--- config.mk ---
export PLATFORM = sky130hd
export DESIGN_NAME = sync_fifo_param
export DESIGN_NICKNAME = d
export VERILOG_FILES = /design/src/rtl/sync_fifo_pkg.sv /design/src/rtl/fifo_ram.sv /design/src/rtl/sync_fifo_param.sv
export SDC_FILE = /design/constraint.sdc
export NUM_CORES = 1
export LEC_CHECK = 0
export CAP_MARGIN = 40
export CORE_MARGIN = 1.5
export CORE_UTILIZATION = 53
export DETAILED_ROUTE_END_ITERATION = 10
export PLACE_DENSITY = 0.87
export SYNTH_ARGS = -nofsm -noshare
export SYNTH_HDL_FRONTEND = slang
export SYNTH_SLANG_ARGS = --single-unit
--- constraint.sdc ---
create_clock -name clk -period 3.02 [get_ports clk]
set_input_delay 0.604 -clock clk [delete_from_list [all_inputs] [get_ports clk]]
set_output_delay 0.604 -clock clk [all_outputs]
set_load 0.02 [all_outputs]
--- src/rtl/sync_fifo_pkg.sv ---
// Shared constants and the status bundle for sync_fifo_param and its bench monitors.
package sync_fifo_pkg;

  localparam int DATA_W_DEF = 8;
  localparam int DEPTH_DEF  = 16;

  typedef struct packed {
    logic full;
    logic empty;
    logic alm_full;
    logic alm_empty;
    logic overflow;
    logic underflow;
  } fifo_status_t;

endpackage

--- src/rtl/fifo_ram.sv ---
// Simple dual-port storage: one synchronous write port, one registered read port.
module fifo_ram #(
  parameter int DATA_W = 8,
  parameter int DEPTH  = 16,
  localparam int AW    = $clog2(DEPTH)
) (
  input  logic              clk,
  input  logic              rstn,
  input  logic              wr_en_i,
  input  logic [AW-1:0]     wr_addr_i,
  input  logic [DATA_W-1:0] wr_data_i,
  input  logic              rd_en_i,
  input  logic [AW-1:0]     rd_addr_i,
  output logic [DATA_W-1:0] rd_data_o
);

  logic [DATA_W-1:0] mem_q [DEPTH];
  logic [DATA_W-1:0] rd_data_q;

  // Array contents are deliberately left out of reset so the store maps onto block RAM.
  always_ff @(posedge clk) begin
    if (wr_en_i) mem_q[wr_addr_i] <= wr_data_i;
  end

  // Output register holds its value between accepted reads.
  always_ff @(posedge clk or negedge rstn) begin
    if (!rstn)        rd_data_q <= '0;
    else if (rd_en_i) rd_data_q <= mem_q[rd_addr_i];
  end

  assign rd_data_o = rd_data_q;

endmodule

--- src/rtl/sync_fifo_param.sv ---
// Parametrised synchronous FIFO with occupancy count and read-valid strobe.
// Define SYNC_FIFO_ERR_EN to build the sticky overflow/underflow error flags.
module sync_fifo_param
  import sync_fifo_pkg::*;
#(
  parameter int DATA_W       = DATA_W_DEF,
  parameter int DEPTH        = DEPTH_DEF,
  parameter int ALM_FULL_TH  = DEPTH - 2,
  parameter int ALM_EMPTY_TH = 2,
  localparam int AW          = $clog2(DEPTH),
  localparam int CW          = $clog2(DEPTH) + 1
) (
  input  logic              clk,
  input  logic              rstn,
  input  logic              i_wren,
  input  logic [DATA_W-1:0] i_wrdata,
  input  logic              i_rden,
  input  logic              i_err_clr,
  output logic [DATA_W-1:0] o_rddata,
  output logic              o_rdvalid,
  output logic              o_full,
  output logic              o_empty,
  output logic              o_alm_full,
  output logic              o_alm_empty,
  output logic [CW-1:0]     o_count,
  output logic              o_overflow,
  output logic              o_underflow
);

  if (DATA_W < 1 || DEPTH < 4 || (DEPTH & (DEPTH - 1)) != 0 ||
      ALM_EMPTY_TH < 1 || ALM_EMPTY_TH >= ALM_FULL_TH || ALM_FULL_TH > DEPTH - 1) begin : g_param_err
    $error("sync_fifo_param: illegal DATA_W/DEPTH/threshold combination");
  end

  localparam logic [CW-1:0] DEPTH_C = CW'(DEPTH);
  localparam logic [CW-1:0] AF_TH   = CW'(ALM_FULL_TH);
  localparam logic [CW-1:0] AE_TH   = CW'(ALM_EMPTY_TH);

  logic [AW-1:0] wr_ptr_q, wr_ptr_d;
  logic [AW-1:0] rd_ptr_q, rd_ptr_d;
  logic [CW-1:0] count_q, count_d;
  logic          rdvalid_q, rdvalid_d;
  logic          wr_acc, rd_acc;
  logic          err_ovf, err_udf;
  fifo_status_t  status;

  // Flags decode only from registered state, so no input reaches an output combinationally.
  always_comb begin
    status           = '0;
    status.full      = (count_q == DEPTH_C);
    status.empty     = (count_q == '0);
    status.alm_full  = (count_q >= AF_TH);
    status.alm_empty = (count_q <= AE_TH);
    status.overflow  = err_ovf;
    status.underflow = err_udf;
  end

  assign wr_acc = i_wren && !status.full;
  assign rd_acc = i_rden && !status.empty;

  always_comb begin
    wr_ptr_d  = wr_ptr_q;
    rd_ptr_d  = rd_ptr_q;
    count_d   = count_q;
    rdvalid_d = rd_acc;
    if (wr_acc) wr_ptr_d = wr_ptr_q + AW'(1);
    if (rd_acc) rd_ptr_d = rd_ptr_q + AW'(1);
    case ({wr_acc, rd_acc})
      2'b10:   count_d = count_q + CW'(1);
      2'b01:   count_d = count_q - CW'(1);
      default: count_d = count_q;
    endcase
  end

  always_ff @(posedge clk or negedge rstn) begin
    if (!rstn) begin
      wr_ptr_q  <= '0;
      rd_ptr_q  <= '0;
      count_q   <= '0;
      rdvalid_q <= 1'b0;
    end else begin
      wr_ptr_q  <= wr_ptr_d;
      rd_ptr_q  <= rd_ptr_d;
      count_q   <= count_d;
      rdvalid_q <= rdvalid_d;
    end
  end

`ifdef SYNC_FIFO_ERR_EN
  logic ovf_q, ovf_d;
  logic udf_q, udf_d;

  // A new error event in the clearing cycle keeps the flag set.
  always_comb begin
    ovf_d = ovf_q && !i_err_clr;
    udf_d = udf_q && !i_err_clr;
    if (i_wren && status.full)  ovf_d = 1'b1;
    if (i_rden && status.empty) udf_d = 1'b1;
  end

  always_ff @(posedge clk or negedge rstn) begin
    if (!rstn) begin
      ovf_q <= 1'b0;
      udf_q <= 1'b0;
    end else begin
      ovf_q <= ovf_d;
      udf_q <= udf_d;
    end
  end

  assign err_ovf = ovf_q;
  assign err_udf = udf_q;
`else
  logic unused_err_clr;
  assign unused_err_clr = i_err_clr;
  assign err_ovf        = 1'b0;
  assign err_udf        = 1'b0;
`endif

  fifo_ram #(
    .DATA_W (DATA_W),
    .DEPTH  (DEPTH)
  ) u_ram (
    .clk       (clk),
    .rstn      (rstn),
    .wr_en_i   (wr_acc),
    .wr_addr_i (wr_ptr_q),
    .wr_data_i (i_wrdata),
    .rd_en_i   (rd_acc),
    .rd_addr_i (rd_ptr_q),
    .rd_data_o (o_rddata)
  );

  assign o_rdvalid   = rdvalid_q;
  assign o_count     = count_q;
  assign o_full      = status.full;
  assign o_empty     = status.empty;
  assign o_alm_full  = status.alm_full;
  assign o_alm_empty = status.alm_empty;
  assign o_overflow  = status.overflow;
  assign o_underflow = status.underflow;

endmodule

==> metrics.txt <==
# TYPE chip_impl_metric gauge
chip_impl_metric{name="flow.area_growth_from_synthesis",unit="%"} 19.98
chip_impl_metric{name="hold_buffers",unit=""} 0
chip_impl_metric{name="initial_core_util",unit="%"} 54.86
chip_impl_metric{name="first_pass_grt_wire_length",unit="mm"} 18.11
chip_impl_metric{name="chipWidth",unit="um"} 109.4
chip_impl_metric{name="yosys_warnings",unit=""} 0
chip_impl_metric{name="timing.critical_path.arrival",unit="ps"} 3170
chip_impl_metric{name="layout_min_cycle_time",unit="ps"} 2865
chip_impl_metric{name="fmax",unit="GHz"} 0.3490
chip_impl_metric{name="vias_per_cell",unit=""} 5.863
chip_impl_info{name="yosys-top-cells-count",value="sky130_fd_sc_hd__edfxtp_1 (128), sky130_fd_sc_hd__mux4_2 (31), sky130_fd_sc_hd__nand2_1 (27), sky130_fd_sc_hd__dfrtp_1 (22), sky130_fd_sc_hd__nor2_1 (12)"} 1
chip_impl_metric{name="hold_violations",unit=""} 0
chip_impl_metric{name="timing.max_slew.rel_slack",unit="%"} 53.67
chip_impl_info{name="synthFlopType",value="sky130_fd_sc_hd__edfxtp_1"} 1
chip_impl_metric{name="setup-violations-final",unit=""} 0
chip_impl_metric{name="synth_top_area_share",unit="%"} 64.07
chip_impl_metric{name="worstPathMaxFanout",unit=""} 7
chip_impl_metric{name="power.static_leakage",unit="nW"} 2.520
chip_impl_metric{name="place_worst_setup_slack",unit="ps"} 42.35
chip_impl_metric{name="max_cap_violations",unit=""} 0
chip_impl_metric{name="placement.cell_area",unit="um^2"} 6619
chip_impl_metric{name="grt_use_total",unit="%"} 21.98
chip_impl_metric{name="vdd_drop_max",unit="mV"} 0.5651
chip_impl_info{name="post_synth_main_area_contributors",value="sky130_fd_sc_hd__edfxtp_1 (64%), sky130_fd_sc_hd__mux4_2 (12%), sky130_fd_sc_hd__dfrtp_1 (9.2%), sky130_fd_sc_hd__ha_1 (1.9%), sky130_fd_sc_hd__nand2_1 (1.7%)"} 1
chip_impl_metric{name="synthesis.area_per_instance",unit="um^2"} 18.69
chip_impl_info{name="tritoncts",value="built"} 1
chip_impl_metric{name="placementRows",unit=""} 38
chip_impl_metric{name="drtPass1Iterations",unit=""} 6
chip_impl_metric{name="yosys_register_bits",unit=""} 150
chip_impl_info{name="timing.critical_path.slowest_stage_cell",value="sky130_fd_sc_hd__dfrtp_1"} 1
chip_impl_metric{name="port-buffer-count",unit=""} 29
chip_impl_metric{name="timing.reg2reg.setup_slack",unit="ps"} 150
chip_impl_info{name="grt_setup_unrepaired",value="no"} 1
chip_impl_metric{name="wl",unit="mm"} 11.71
chip_impl_metric{name="drive_above_1_share",unit="%"} 24.74
chip_impl_metric{name="fin_max_slew_vios",unit=""} 0
chip_impl_metric{name="wl_per_cell",unit="um"} 22.01
chip_impl_metric{name="cts.sinks",unit=""} 150
chip_impl_metric{name="finalClockSkew",unit="ps"} 8.018
chip_impl_metric{name="final.setup.worst_slack",unit="ps"} 154.6
chip_impl_metric{name="first_global_vias",unit=""} 3210
chip_impl_metric{name="clock_insertion_delay_worst_skew",unit="ps"} 410
chip_impl_metric{name="yosysUniqueCellTypes",unit=""} 37
chip_impl_info{name="synthDominantAreaCellType",value="sky130_fd_sc_hd__edfxtp_1"} 1
chip_impl_info{name="cp_cell_sequence",value="nor4_1 -> nand2_1 -> and2_1 -> inv_1 -> ha_2 -> inv_2 -> fa_1 -> nor2b_1 -> o21ai_1 -> nand3_1 -> or3b_2 -> xnor2_1"} 1
chip_impl_metric{name="antenna_found_initial",unit=""} 0
chip_impl_metric{name="num-nets-final",unit=""} 402
chip_impl_metric{name="first_iter_violations",unit=""} 322
chip_impl_metric{name="tightestPinTransition",unit="ps"} 694.9
chip_impl_metric{name="layout.cell_area.non_filler",unit="um^2"} 7198
chip_impl_metric{name="overflow",unit=""} 0
chip_impl_info{name="hold_path_class",value="flop to flop"} 1
chip_impl_metric{name="cts_repair_resizes",unit=""} 0
chip_impl_metric{name="cts-htree-levels",unit=""} 4
chip_impl_metric{name="grt_max_degree",unit=""} 19
chip_impl_metric{name="detailedPlacementHpwl",unit="mm"} 7.358
chip_impl_info{name="crit_type",value="flop to flop"} 1
chip_impl_metric{name="drc_errors",unit=""} 0
chip_impl_metric{name="peak_per_stage_delay_on_the_critical_path",unit="ps"} 470
chip_impl_metric{name="final_min_period_over_clock_period",unit="%"} 94.88
chip_impl_metric{name="setup_tns",unit="ps"} 0
chip_impl_metric{name="synth_async_sr_flop_share",unit="%"} 14.67
chip_impl_info{name="cp_top_family",value="simple AND/OR/NAND/NOR gates"} 1
chip_impl_metric{name="cts_max_path_buffers",unit=""} 2
chip_impl_metric{name="cts_inserted_buffers",unit=""} 17
chip_impl_metric{name="antenna_cells_inserted",unit=""} 0
chip_impl_metric{name="cts.clk_slew.worst_paths",unit="ps"} 60
chip_impl_metric{name="place_congestion",unit=""} 0.7399
chip_impl_metric{name="die-height",unit="um"} 109.4
chip_impl_info{name="run_status",value="finished, final reports clean"} 1
chip_impl_metric{name="fp.coreArea",unit="um^2"} 10940
chip_impl_metric{name="postLayoutCoreUtil",unit="%"} 65.82
chip_impl_metric{name="post-cts-setup-buffer-count",unit=""} 0
chip_impl_info{name="ctsRootBufferMaster",value="sky130_fd_sc_hd__clkbuf_16"} 1
chip_impl_metric{name="drt.antenna.violating_nets",unit=""} 0
chip_impl_info{name="critical_path.startpoint_type",value="flop"} 1
chip_impl_metric{name="pwr_density_cell",unit="nW/um^2"} 977.9
chip_impl_metric{name="cp_data_required_time",unit="ps"} 3320
chip_impl_metric{name="timing.critical_path.buf_inv",unit=""} 2
chip_impl_metric{name="synth_cells",unit=""} 321
chip_impl_metric{name="design.die.area",unit="um^2"} 11970
chip_impl_metric{name="mappedNetlistArea",unit="um^2"} 6000
chip_impl_metric{name="routed-via-count",unit=""} 3119
chip_impl_metric{name="io-pin-count",unit=""} 33
chip_impl_metric{name="yosysSeqAreaShare",unit="%"} 73.24
chip_impl_info{name="worstSetupEndpointType",value="flop"} 1
chip_impl_metric{name="synth-edff-count",unit=""} 128
chip_impl_info{name="synth_most_common_cell",value="sky130_fd_sc_hd__edfxtp_1"} 1
[cell usage in the layout (no fill, tap or decap), drive strengths merged, types with 2 or more instances in the layout]
cell type,netlist,final
a21oi,3,3
buf,13,27
bufinv,0,2
clkbuf,5,18
clkdlybuf4s50,0,29
clkinv,0,8
clkinvlp,0,3
conb,1,2
dfrtp,22,22
edfxtp,128,128
ha,9,9
inv,10,11
mux2i,8,8
mux4,33,33
nand2,28,28
nand2b,3,3
nand4,2,2
nor2,12,12
nor3,4,4
o21ai,11,11
o221ai,7,7
or3,2,2
xnor2,8,8
xor2,2,2
[power by group]
part	switching, mW	internal, mW
Combinational	1.10	1.10
Clock	0.782	1.20
Sequential	0.272	2.58
Total	2.15	4.89
[per-stage QoR]
step | power [mW] | hold WS (ps) | std cells
floorplan | 4.251 | 308.4 | 322
global placement | 4.900 | 466.0 | 498
detailed placement | 5.052 | 478.5 | 500
CTS | 7.079 | 491.2 | 532
global route | 7.364 | 501.2 | 532
finish | 7.039 | 486.8 | 532
[path summary, 6_finish.rpt]
kind / endpoint / cells after the start / startpoint
min in group asynchronous: o_count[1] / 1 / rstn
worst min-delay path: u_ram.rd_data_o[5] / 2 / u_ram.rd_data_o[5]
worst max-delay path: o_count[4] / 12 / o_count[0]
worst min register to register: u_ram.rd_data_o[5] / 2 / u_ram.rd_data_o[5]
max in group asynchronous: u_ram.rd_data_o[6] / 2 / rstn
worst max register to register: o_count[4] / 12 / o_count[0]
[cell type report]
type	count	area, um^2
well taps	140	175.2
multi-input cells	144	1491
clock inverters	14	135.1
clock buffers	18	429.2
inverters	10	37.54
fillers	714	3737
flip-flops and latches	150	4397
repair buffers	56	533.0
[tightest hold or removal path: cells and delay by family (launching register included)]
family	cells	cell delay, ps
flip-flops	1	340
AND/OR/NAND/NOR	1	50
AO/OA/AOI/OAI	1	60
[logic make-up after synthesis]
kind of cell	Yosys count	synth area share, %
AND/OR/NAND/NOR	57	4.255
multiplexers	42	14.10
adder cells (fa/ha/maj)	10	2.211
XOR/XNOR	10	1.460
AO/OA/AOI/OAI	23	2.461
buffers and inverters	28	2.211
flip-flops	150	73.24
other	1	0.06251
[sequential cells by signal, summed over array words and instances, names as in the netlist]
| name | cells |
|---|---|
| u_ram.rd_data_o | 8 |
| rd_ptr_q | 4 |
| u_ram.mem_q | 128 |
| o_count | 5 |
| o_rdvalid | 1 |
| wr_ptr_q | 4 |
[routing by layer]
metal | wire [um] | GRT usage [%] | vias to the layer above | part of all wire (%)
met5 | 0 | 0 | - | 0
met4 | 437 | 12.24 | 0 | 3.7
met3 | 580 | 5.691 | 34 | 5.0
met2 | 5986 | 35.76 | 105 | 51
met1 | 4705 | 26.96 | 1609 | 40
li1 | - | - | 1371 | -
Note: power is estimated with default switching activity, not from simulation.
